**config.mk**
```make
export PLATFORM = sky130hd
export DESIGN_NAME = chopper_timers_flat
export DESIGN_NICKNAME = d
export VERILOG_FILES = /design/src/rtl/chopper_timers_if.sv /design/src/rtl/chopper_timers.sv /design/src/flat_wrapper.sv
export SDC_FILE = /design/constraint.sdc
export NUM_CORES = 1
export LEC_CHECK = 0
export CAP_MARGIN = 20
export CORE_ASPECT_RATIO = 1.4
export CORE_MARGIN = 2
export CORE_UTILIZATION = 36
export DETAILED_ROUTE_END_ITERATION = 7
export PLACE_DENSITY = 0.74
export SYNTH_ARGS = -nofsm -noshare
export SYNTH_HDL_FRONTEND = slang
export SYNTH_SLANG_ARGS = --single-unit
```
**constraint.sdc**
```tcl
create_clock -name clk -period 3 [get_ports clk]
set_input_delay 0.45 -clock clk [delete_from_list [all_inputs] [get_ports clk]]
set_output_delay 0.45 -clock clk [all_outputs]
set_load 0.005 [all_outputs]
```
**src/rtl/chopper_timers_if.sv**
```systemverilog
// Control/status bundle for chopper_timers.
//   master: drives the start requests, phase count and configuration, and
//           observes the six timer values.
//   slave : receives the requests and configuration, and drives the timers.
// Signal names match the block's documented port names.
interface chopper_timers_if;
  logic       offtimer_en0;
  logic       offtimer_en1;
  logic [7:0] phase_ct;
  logic [9:0] config_offtime;
  logic [7:0] config_blanktime;
  logic [7:0] config_minimum_on_time;
  logic [3:0] config_prescale;
  logic [9:0] off_timer0;
  logic [9:0] off_timer1;
  logic [7:0] blank_timer0;
  logic [7:0] blank_timer1;
  logic [7:0] minimum_on_timer0;
  logic [7:0] minimum_on_timer1;

  modport master (
    output offtimer_en0, offtimer_en1, phase_ct,
           config_offtime, config_blanktime, config_minimum_on_time, config_prescale,
    input  off_timer0, off_timer1, blank_timer0, blank_timer1,
           minimum_on_timer0, minimum_on_timer1
  );

  modport slave (
    input  offtimer_en0, offtimer_en1, phase_ct,
           config_offtime, config_blanktime, config_minimum_on_time, config_prescale,
    output off_timer0, off_timer1, blank_timer0, blank_timer1,
           minimum_on_timer0, minimum_on_timer1
  );
endinterface

```
**src/rtl/chopper_timers.sv**
```systemverilog
// Two-channel chopper timing for a microstepping motor driver.
// Each channel has an off timer (started by offtimer_enN), and a blank and
// minimum-on timer that are loaded when the off interval expires. Blanking is
// also retriggered when the microstep phase count changes. All timers count
// down on a shared prescaled tick.
//   clk    : clock, rising edge
//   resetn : synchronous active-low reset
//   bus    : chopper_timers_if.slave (requests/config in, timer values out)
module chopper_timers (
  input  logic              clk,
  input  logic              resetn,
  chopper_timers_if.slave   bus
);

  logic [3:0] presc_q, presc_d;
  logic       tick;
  logic [7:0] phase_q;
  logic       retrigger;
  logic [1:0] en;

  logic [9:0] off_q   [2];
  logic [9:0] off_d   [2];
  logic [7:0] blank_q [2];
  logic [7:0] blank_d [2];
  logic [7:0] minon_q [2];
  logic [7:0] minon_d [2];

  assign en = {bus.offtimer_en1, bus.offtimer_en0};

  // Only a phase change seen while out of reset counts as a retrigger.
  assign retrigger = resetn && (bus.phase_ct != phase_q);

  // NOTE: phase_q is deliberately left out of reset so it tracks phase_ct
  // throughout reset; otherwise release would look like a phase change.
  always_ff @(posedge clk) begin
    phase_q <= bus.phase_ct;
  end

  always_comb begin
    // NOTE: every always_comb output gets a default first so no path can
    // leave it unassigned and infer a latch.
    tick    = 1'b0;
    presc_d = presc_q + 4'd1;
    if (presc_q == bus.config_prescale) begin
      tick    = 1'b1;
      presc_d = 4'd0;
    end else if (presc_q > bus.config_prescale) begin
      // Prescale was lowered below the running count: restart without a tick.
      presc_d = 4'd0;
    end

    for (int ch = 0; ch < 2; ch++) begin
      off_d[ch]   = off_q[ch];
      blank_d[ch] = blank_q[ch];
      minon_d[ch] = minon_q[ch];

      // Off timer: a start only lands while idle and with a nonzero load.
      if (en[ch] && (off_q[ch] == 10'd0) && (bus.config_offtime != 10'd0))
        off_d[ch] = bus.config_offtime;
      else if (tick && (off_q[ch] != 10'd0))
        off_d[ch] = off_q[ch] - 10'd1;

      // Blank timer: expiry and retrigger share one load, which beats decrement.
      if ((tick && (off_q[ch] == 10'd1)) ||
          (retrigger && (off_q[ch] == 10'd0) && !en[ch]))
        blank_d[ch] = bus.config_blanktime;
      else if (tick && (blank_q[ch] != 8'd0))
        blank_d[ch] = blank_q[ch] - 8'd1;

      // Minimum-on timer: loaded on expiry only; a new start leaves it running.
      if (tick && (off_q[ch] == 10'd1))
        minon_d[ch] = bus.config_minimum_on_time;
      else if (tick && (minon_q[ch] != 8'd0))
        minon_d[ch] = minon_q[ch] - 8'd1;
    end
  end

  // NOTE: state registers use non-blocking assignments so every register
  // samples the pre-edge values regardless of statement order.
  always_ff @(posedge clk) begin
    if (!resetn) begin
      presc_q <= 4'd0;
      for (int ch = 0; ch < 2; ch++) begin
        off_q[ch]   <= 10'd0;
        blank_q[ch] <= 8'd0;
        minon_q[ch] <= 8'd0;
      end
    end else begin
      presc_q <= presc_d;
      for (int ch = 0; ch < 2; ch++) begin
        off_q[ch]   <= off_d[ch];
        blank_q[ch] <= blank_d[ch];
        minon_q[ch] <= minon_d[ch];
      end
    end
  end

  assign bus.off_timer0        = off_q[0];
  assign bus.off_timer1        = off_q[1];
  assign bus.blank_timer0      = blank_q[0];
  assign bus.blank_timer1      = blank_q[1];
  assign bus.minimum_on_timer0 = minon_q[0];
  assign bus.minimum_on_timer1 = minon_q[1];

endmodule

```
**src/flat_wrapper.sv**
```systemverilog
// flat-port wrapper written by rule: the top's interface ports become plain ports
module chopper_timers_flat 
  (clk, resetn, bus_offtimer_en0, bus_offtimer_en1, bus_phase_ct, bus_config_offtime, bus_config_blanktime, bus_config_minimum_on_time, bus_config_prescale, bus_off_timer0, bus_off_timer1, bus_blank_timer0, bus_blank_timer1, bus_minimum_on_timer0, bus_minimum_on_timer1);
  chopper_timers_if bus_i ();
  input  logic clk;
  input  logic resetn;
  input wire logic [$bits(bus_i.offtimer_en0)-1:0] bus_offtimer_en0;
  input wire logic [$bits(bus_i.offtimer_en1)-1:0] bus_offtimer_en1;
  input wire logic [$bits(bus_i.phase_ct)-1:0] bus_phase_ct;
  input wire logic [$bits(bus_i.config_offtime)-1:0] bus_config_offtime;
  input wire logic [$bits(bus_i.config_blanktime)-1:0] bus_config_blanktime;
  input wire logic [$bits(bus_i.config_minimum_on_time)-1:0] bus_config_minimum_on_time;
  input wire logic [$bits(bus_i.config_prescale)-1:0] bus_config_prescale;
  output wire logic [$bits(bus_i.off_timer0)-1:0] bus_off_timer0;
  output wire logic [$bits(bus_i.off_timer1)-1:0] bus_off_timer1;
  output wire logic [$bits(bus_i.blank_timer0)-1:0] bus_blank_timer0;
  output wire logic [$bits(bus_i.blank_timer1)-1:0] bus_blank_timer1;
  output wire logic [$bits(bus_i.minimum_on_timer0)-1:0] bus_minimum_on_timer0;
  output wire logic [$bits(bus_i.minimum_on_timer1)-1:0] bus_minimum_on_timer1;
  assign bus_i.offtimer_en0 = bus_offtimer_en0;
  assign bus_i.offtimer_en1 = bus_offtimer_en1;
  assign bus_i.phase_ct = bus_phase_ct;
  assign bus_i.config_offtime = bus_config_offtime;
  assign bus_i.config_blanktime = bus_config_blanktime;
  assign bus_i.config_minimum_on_time = bus_config_minimum_on_time;
  assign bus_i.config_prescale = bus_config_prescale;
  assign bus_off_timer0 = bus_i.off_timer0;
  assign bus_off_timer1 = bus_i.off_timer1;
  assign bus_blank_timer0 = bus_i.blank_timer0;
  assign bus_blank_timer1 = bus_i.blank_timer1;
  assign bus_minimum_on_timer0 = bus_i.minimum_on_timer0;
  assign bus_minimum_on_timer1 = bus_i.minimum_on_timer1;
  chopper_timers u_core (.clk(clk), .resetn(resetn), .bus(bus_i));
endmodule
```
==> results.toml, run 1 <==
[outcome]
run_status = "completed"

[grt]
grt_antenna_before_repair = 0
grt_max_degree = 26
grt.overflow.total = 0
grt_first_pass_wirelength_um = 16940
vias_in_the_first_global_route = 3613
total_routing_resource_utilization_after_global_routing_pct = 18.82

[floorplan]
fp.dieH_um = 124.1
pin_count = 94
initial_core_util_pct = 37.23
core_um2 = 9953
fp.dieArea_um2 = 11130
std_cell_rows = 43
die_width_um = 89.75

[power_and_ir_drop]
vdd_drop_max_uv = 379.6
seq_power_share_pct = 30.3
p_clk_share_pct = 26.6
power.density_cell_area_nw_per_um2 = 801.8
p_comb_share_pct = 43.1
power.switching_fraction_pct = 36.07
internal-power_mw = 2.635
power_leakage_nw = 1.903
power_switching_mw = 1.487

[timing]
post-route-min-period_ps = 2406
grt_setup_unrepaired = "no"
final_max_slew_viol_count = 0
worst_case_clock_skew_ps = 5.554
finalHoldViolations = 0
fin_crit_sh_pct = 80.19
max_clock_freq_mhz = 415.7
timing_worst_slew_pin_value_ps = 860.9
setup-violations-final = 0
setup-tns-final_ps = 0
worst_slew_margin_rel_pct = 42.08

[finish]
utilization_of_the_core_after_routing_pct = 51.65
area_growth_pct = 38.72
diodes = 0
drive_above_1_share_pct = 8.242
finish.net_count = 600
num-fill-cells = 941

[place]
place.port_buffers = 93
dp_hpwl_um = 7865
gpl.final_weighted_congestion = 0.8736

[hold_path]
min-delay-path-class = "reg2reg"
worstHoldEndpoint = "u_core.presc_q[0]"
hold-path-cell-count = 1
hold_path.startpoint = "u_core.presc_q[0]"

[setup_path]
crit_fanout = 25
timing.reg2reg.setup_slack_ps = 720
rr_worst_depth = 7
slowest_delay_ps = 450
r2r_end = "u_core.blank_q[0][9]"
setup.worst_path.class = "in2reg"
crit_path_cell_trace = "clkdlybuf4s50_1 -> inv_1 -> ha_1 -> nand4_1 -> buf_12 -> a31oi_1 -> nand4b_1 -> xor2_1 -> a211oi_1"
worstSetupEndpointType = "register"
worstReg2RegStart = "u_core.off_q[0][10]"
timing.critical_path.slowest_stage_cell = "clkdlybuf4s50_1"
worst-endpoint-required_ps = 3240
worst_setup_path_start_kind = "input port"
worst-endpoint-arrival_ps = 2640

[run]
cap_viol_max_count = 0

[synthesis]
synth_top_flop_cell = "dfxtp_1"
synth-seq-cells = 64
asyncSetResetFlopFracSynth_pct = 0
avgSynthCellArea_um2 = 8.366
synth_fp_nets = 502
synth_edf_count = 0
yosys_warnings = 0
synth.distinct_cells = 61
yosysSeqAreaShare_pct = 34.57
synth_cells = 443
synth_area_leaders = "dfxtp_1, ha_1, a21oi_1"
synth.top_cells.by_count = "dfxtp_1, nand2_1, a21oi_1, nor2_1, inv_1"
netlist_area_um2 = 3706
synth_top_area_share_pct = 34.57
cell_type_contributing_the_most_total_cell_area_after_synthesis = "dfxtp_1"
yosysMostFrequentCell = "dfxtp_1"

[route]
vias_per_std_cell = 5.436
routed_wirelength_um = 10470
antenna_violating_nets_post_route = 0
drt_iter0_drc = 170
dr_drc_count = 0
dr_total_vias = 3702
routedWlPerCell_um = 15.38
first_drt_pass_iteration_count = 4

[cts]
tritoncts = "done"
worst_skew_pair.late_latency_ps = 330
cts_made_buffers = 9
ctsHtreeMaxLevel = 3
cts_hold_buffers = 0
post_cts.resized_instances = 0
postCtsSetupBuffers = 0
cts_root_buf = "clkbuf_16"
clock_path_buffers = 2
clkSinkCount = 64
cts.clk_slew.worst_paths_ps = 50
## layout make-up
| type | instances | area, um^2 | area share (%) |
|---|---|---|---|
| tap | 135 | 168.9 | 3.285 |
| timing repair buffer | 106 | 1041 | 20.25 |
| clock buffer | 14 | 284.0 | 5.524 |
| clock inverter | 2 | 35.03 | 0.6814 |
| inverter | 26 | 97.59 | 1.898 |
| sequential | 64 | 1281 | 24.92 |
| multi-input combinational | 334 | 2233 | 43.44 |
## sequential cells by signal, indices dropped and copies added, names as in the netlist
name            count
u_core.off_q       20
u_core.presc_q      4
u_core.minon_q     16
u_core.phase_q      8
u_core.blank_q     16
## cell families (layout without fill, tap and decap cells)
| family | count (synthesis) | in the layout | share of synthesized area, % |
|---|---|---|---|
| AO/OA/AOI/OAI | 117 | 117 | 20.49 |
| XOR/XNOR | 32 | 32 | 7.562 |
| adder cells (fa/ha/maj) | 17 | 17 | 5.739 |
| buffers and inverters | 45 | 148 | 5.165 |
| flip-flops | 64 | 64 | 34.57 |
| multiplexers | 18 | 18 | 5.030 |
| AND/OR/NAND/NOR | 150 | 150 | 21.44 |
## critical path, delay by kind of cell
kind	cells	cell delay, ps
buf+inv	3	700
simple gates	2	350
fa+ha+maj	1	310
xor+xnor	1	180
compound gates	2	640
## worst max-delay path by stage
stage	startpoint	endpoint	slack, ps	cells after the start
3_3_place_gp	bus_config_prescale[1]	u_core.minon_q[0][15]	380	9
4_1_cts	bus_config_prescale[1]	u_core.minon_q[0][15]	640	9
5_1_grt	bus_config_prescale[1]	u_core.minon_q[0][15]	430	9
2_1_floorplan	bus_config_prescale[1]	u_core.blank_q[0][13]	950	8
3_5_place_dp	bus_config_prescale[1]	u_core.minon_q[0][15]	270	9
6_report	bus_config_prescale[1]	u_core.minon_q[0][15]	590	9
## per-stage QoR
stage                     total power, mW  cells  area, um^2  worst slack [ps]  hold slack (ps)
after detailed placement            3.021    665        4822             267.3            457.1
after CTS                           4.131    681        5141             637.1            470.5
after floorplan                     2.380    443        3706             952.2            429.7
after global placement              2.987    665        4822             383.6            449.1
final                               4.122    681        5141             594.2            469.4
after global routing                4.393    681        5141             433.8            496.4
## power by group through the flow
stage | Clock, mW | Sequential, mW | Combinational [mW]
CTS | 1.11 | 1.25 | 1.77
global placement | 0 | 1.26 | 1.73
detailed placement | 0 | 1.26 | 1.76
global route | 1.15 | 1.28 | 1.96
finish | 1.10 | 1.25 | 1.77
floorplan | 0 | 1.21 | 1.17
## layer usage
| metal | GRT usage, % | wire length (um) | up-vias |
|---|---|---|---|
| met2 | 34.04 | 5377 | 114 |
| met4 | 7.885 | 269 | 0 |
| li1 | - | - | 1817 |
| met5 | 0 | 0 | - |
| met3 | 4.719 | 505 | 24 |
| met1 | 21.28 | 4322 | 1747 |
## cells in the final DEF, fill, tap and decap left out, types with 12 or more instances in the layout
cell             count
clkdlybuf4s50_1     93
dfxtp_1             64
nand2_1             42
a21oi_1             39
nor2_1              35
inv_1               26
o21ai_0             23
xnor2_1             22
ha_1                17
nor4_1              14
mux2i_1             13
buf_4               12
(Power assumes the default switching activity.)
==> run 2: changes to the inputs <==
==> constraint.sdc (replaced) <==
create_clock -name clk -period 2.5 [get_ports clk]
set_input_delay 0.375 -clock clk [delete_from_list [all_inputs] [get_ports clk]]
set_output_delay 0.375 -clock clk [all_outputs]
set_load 0.005 [all_outputs]
==> results.toml, run 2 (synthesized netlist as in run 1, its figures left out) <==
[timing]
final_max_slew_viol_count = 0
max_clock_freq_mhz = 442.5
post-route-min-period_ps = 2260
fin_crit_sh_pct = 90.40
setup-violations-final = 0
finalHoldViolations = 0
worst_slew_margin_rel_pct = 41.66
timing_worst_slew_pin_value_ps = 874.1
grt_setup_unrepaired = "no"
setup-tns-final_ps = 0
worst_case_clock_skew_ps = 8.348

[hold_path]
hold-path-cell-count = 1
hold_path.startpoint = "u_core.presc_q[0]"
min-delay-path-class = "reg2reg"
worstHoldEndpoint = "u_core.presc_q[0]"

[grt]
vias_in_the_first_global_route = 3588
total_routing_resource_utilization_after_global_routing_pct = 18.66
grt.overflow.total = 0
grt_antenna_before_repair = 0
grt_first_pass_wirelength_um = 17020
grt_max_degree = 26

[run]
cap_viol_max_count = 0

[route]
vias_per_std_cell = 5.379
first_drt_pass_iteration_count = 4
dr_drc_count = 0
routed_wirelength_um = 10360
drt_iter0_drc = 209
dr_total_vias = 3722
routedWlPerCell_um = 14.97
antenna_violating_nets_post_route = 0

[place]
gpl.final_weighted_congestion = 0.9484
place.port_buffers = 93
dp_hpwl_um = 7968

[power_and_ir_drop]
totalPowerFinal_mw = 4.960
power_leakage_nw = 1.941
vdd_drop_max_uv = 432.8
seq_power_share_pct = 30.3
p_clk_share_pct = 23.8
power.switching_fraction_pct = 36.56
power_switching_mw = 1.813
internal-power_mw = 3.146
p_comb_share_pct = 46.0
power.density_cell_area_nw_per_um2 = 950.8

[cts]
cts.clk_slew.worst_paths_ps = 60
postCtsSetupBuffers = 0
clock_path_buffers = 2
tritoncts = "done"
clkSinkCount = 64
post_cts.resized_instances = 0
worst_skew_pair.late_latency_ps = 330
cts_hold_buffers = 0
cts_root_buf = "clkbuf_16"
ctsHtreeMaxLevel = 3
cts_made_buffers = 9

[finish]
largest_register_ffs = 20
diodes = 0
drive_above_1_share_pct = 9.874
commonest_non_fill_non_tap_cell_in_the_layout = "clkdlybuf4s50_1"
multiInputGateArea_um2 = 2233
area.sequential_um2 = 1281
num-fill-cells = 884
regMostFlops = "u_core.off_q"
highest_count_cells_in_the_layout_ignoring_fill_and_taps = "clkdlybuf4s50_1, dfxtp_1, nand2_1"
finish.net_count = 611
largest_registers = "u_core.off_q (20), u_core.blank_q (16), u_core.minon_q (16)"
area_growth_pct = 40.75

[floorplan]
initial_core_util_pct = 37.23
core_um2 = 9953
pin_count = 94
die_width_um = 89.75
fp.dieH_um = 124.1
fp.dieArea_um2 = 11130
std_cell_rows = 43

[setup_path]
crit_fanout = 8
worstSetupEndpointType = "register"
worstReg2RegStart = "u_core.off_q[0][1]"
cp-startpoint = "u_core.off_q[0][1]"
rr_worst_depth = 8
setup.worst_path.class = "reg2reg"
worst_setup_path_start_kind = "register"
r2r_end = "u_core.blank_q[0][5]"
worst-endpoint-arrival_ps = 2500
timing.reg2reg.setup_slack_ps = 240
worst-endpoint-required_ps = 2740

[outcome]
run_status = "completed"
## run 2: changes by cell type in the layout (fill, tap and decap cells not counted)
cell	delta
bufinv_16	-1
clkinvlp_4	+1
clkbuf_8	-1
buf_12	+2
buf_4	+9
clkbuf_1	+1
## run 2: area by class of cell
cell class	instances	share of cell area, %
flip-flops and latches	64	24.56
clock inverters	2	0.2399
clock buffers	14	5.253
well taps	135	3.238
repair buffers	117	22.02
inverters	26	1.871
multi-input cells	334	42.82
## run 2: how the worst max path moves through the flow
stage                            end  slack [ps]  depth (start not counted)
2_1_floorplan  u_core.blank_q[0][13]         530                          8
3_3_place_gp      u_core.off_q[0][5]          50                          9
3_5_place_dp      u_core.off_q[0][5]         -50                          9
4_1_cts         u_core.blank_q[0][5]         270                          8
5_1_grt         u_core.blank_q[0][5]         130                          8
6_report        u_core.blank_q[0][5]         240                          8
## run 2: worst max-delay path, stage by stage (launching register included)
cell	delay, ps
dfxtp_1	350
inv_1	90
ha_1	200
or3b_4	410
nor4_1	360
o211ai_1	210
and2_1	230
buf_12	150
a211oi_2	160
## run 2: power groups by stage
stage / clock network, mW / logic, mW / registers [mW]
floorplan: 0 / 1.40 / 1.46
global placement: 0 / 2.22 / 1.51
detailed placement: 0 / 2.26 / 1.51
CTS: 1.21 / 2.28 / 1.50
global route: 1.25 / 2.51 / 1.53
finish: 1.18 / 2.28 / 1.50
## run 2: layer usage
| layer | wire length (um) | track usage, % |
|---|---|---|
| met2 | 5278 | 34.42 |
| met1 | 4350 | 21.56 |
| met5 | 0 | 0 |
| met3 | 553 | 3.993 |
| met4 | 175 | 6.346 |
## run 2: metrics by stage
step / hold slack, ps / area, um^2 / setup slack [ps] / utilization (%) / cells
detailed placement: 460.8 / 4930 / -50.69 / 49.53 / 676
finish: 468.8 / 5216 / 239.9 / 52.41 / 692
global route: 489.3 / 5216 / 125.2 / 52.41 / 692
floorplan: 402.7 / 3706 / 527.2 / - / 443
CTS: 473.2 / 5216 / 270.9 / 52.41 / 692
global placement: 445.4 / 4930 / 52.02 / 49.53 / 676
==> run 3: changes to the inputs <==
==> constraint.sdc (replaced) <==
create_clock -name clk -period 2.4 [get_ports clk]
set_input_delay 0.36 -clock clk [delete_from_list [all_inputs] [get_ports clk]]
set_output_delay 0.36 -clock clk [all_outputs]
set_load 0.005 [all_outputs]
==> results.toml, run 3 (synthesized netlist as in run 1, its figures left out) <==
[power_and_ir_drop]
vdd_drop_max_uv = 424.5
power.density_cell_area_nw_per_um2 = 1004
seq_power_share_pct = 29.5
power_leakage_nw = 1.961
power_switching_mw = 1.917
totalPowerFinal_mw = 5.264
p_clk_share_pct = 24.9
p_comb_share_pct = 45.6
internal-power_mw = 3.347
power.switching_fraction_pct = 36.42

[setup_path]
worst-endpoint-arrival_ps = 2510
crit_path_cell_trace = "inv_1 -> ha_1 -> or3b_4 -> nor4_1 -> o211ai_1 -> and2_1 -> buf_12 -> a211oi_2"
worstSetupEndpointType = "register"
crit_fanout = 8
worst_setup_path_start_kind = "register"
setup.worst_path.class = "reg2reg"
timing.reg2reg.setup_slack_ps = 140
worst-endpoint-required_ps = 2640
slowest_delay_ps = 400
worstReg2RegStart = "u_core.off_q[0][1]"
worst_path_dominant_cell_family = "simple AND/OR/NAND/NOR gates"
timing.critical_path.slowest_stage_cell = "or3b_4"
critPathBufInv = 2
cp-startpoint = "u_core.off_q[0][1]"

[timing]
timing_worst_slew_pin_value_ps = 877.3
max_clock_freq_mhz = 441.5
grt_setup_unrepaired = "no"
final_max_slew_viol_count = 0
finalHoldViolations = 0
setup-violations-final = 0
setup-tns-final_ps = 0
worst_case_clock_skew_ps = 6.303
fin_crit_sh_pct = 94.37
worst_slew_margin_rel_pct = 41.45
post-route-min-period_ps = 2265

[place]
placedInstanceArea_um2 = 4945
gpl.final_weighted_congestion = 0.8621
placed_cells = 678
dp_hpwl_um = 8013
place.port_buffers = 93

[floorplan]
fp.dieH_um = 124.1
initial_core_util_pct = 37.23
pin_count = 94
fp.dieArea_um2 = 11130
die_width_um = 89.75
core_um2 = 9953
std_cell_rows = 43

[finish]
area_growth_pct = 41.53
finish.net_count = 613
fin_area_um2 = 5245
drive_above_1_share_pct = 10.20
commonest_non_fill_non_tap_cell_in_the_layout = "clkdlybuf4s50_1"
largest_register_ffs = 20
diodes = 0
stdcell_count = 694
regMostFlops = "u_core.off_q"
largest_registers = "u_core.off_q (20), u_core.blank_q (16), u_core.minon_q (16)"
highest_count_cells_in_the_layout_ignoring_fill_and_taps = "clkdlybuf4s50_1, dfxtp_1, nand2_1"

[route]
dr_total_vias = 3753
routedWlPerCell_um = 15.39
dr_drc_count = 0
antenna_violating_nets_post_route = 0
first_drt_pass_iteration_count = 4
routed_wirelength_um = 10680
vias_per_std_cell = 5.408
drt_iter0_drc = 165

[cts]
postCtsSetupBuffers = 0
cts_made_buffers = 9
cts.clk_slew.worst_paths_ps = 60
clock_path_buffers = 2
cts_root_buf = "clkbuf_16"
ctsHtreeMaxLevel = 3
clkSinkCount = 64
cts_hold_buffers = 0
tritoncts = "done"
post_cts.resized_instances = 0
worst_skew_pair.late_latency_ps = 330

[grt]
vias_in_the_first_global_route = 3675
grt.overflow.total = 0
grt_antenna_before_repair = 0
grt_max_degree = 26
grt_first_pass_wirelength_um = 17210
total_routing_resource_utilization_after_global_routing_pct = 19.08

[outcome]
run_status = "completed"

[hold_path]
min-delay-path-class = "reg2reg"
hold_path.startpoint = "u_core.presc_q[0]"

[run]
cap_viol_max_count = 0
==> run 3: cell types whose count changed in the layout (fill, tap and decap cells not counted) <==
cell / change
clkinvlp_4: -1
bufinv_16: +1
clkinv_2: +1
buf_4: +2
clkbuf_8: -1
==> run 3: layer usage <==
metal  track usage (%)  vias to the layer above  wire length, um
li1                  -                     1842                -
met1             21.66                     1785             4390
met2             34.99                      113             5513
met3             4.295                       13              574
met4             7.596                        0              201
met5                 0                        -                0
==> run 3: final timing paths <==
path / endpoint / cells after the start
min: u_core.presc_q[0] / 1
min reg2reg: u_core.presc_q[0] / 1
max reg2reg: u_core.blank_q[0][5] / 8
max: u_core.blank_q[0][5] / 8
==> run 3: cell type report <==
cell class              instances  area (um^2)
clock buffers                  13        260.3
clock inverters                 3        40.04
fillers                       919         4708
inverters                      26        97.59
multi-input cells             334         2233
flip-flops and latches         64         1281
well taps                     135        168.9
repair buffers                119         1164
==> run 3: power by group through the flow <==
stage,combinational (mW),clock (mW),sequential [mW]
2_1_floorplan,1.46,0,1.52
3_3_place_gp,2.31,0,1.56
3_5_place_dp,2.37,0,1.56
4_1_cts,2.39,1.34,1.55
5_1_grt,2.62,1.38,1.59
6_report,2.40,1.31,1.55
==> run 3: worst register-to-register path, cell delays in order (launching register included) <==
cell and delay [ps]:
dfxtp_1 350, inv_1 90, ha_1 200, or3b_4 400
nor4_1 360, o211ai_1 230, and2_1 240, buf_12 150
a211oi_2 160
==> run 3: through the flow <==
| stage | hold slack, ps | setup slack, ps | util [%] |
|---|---|---|---|
| floorplan | 387.7 | 442.2 | - |
| global placement | 443.5 | -4.598 | 49.68 |
| detailed placement | 465.2 | -85.22 | 49.68 |
| CTS | 480.4 | 166.7 | 52.70 |
| global route | 511.4 | 32.20 | 52.70 |
| finish | 479.3 | 135.0 | 52.70 |
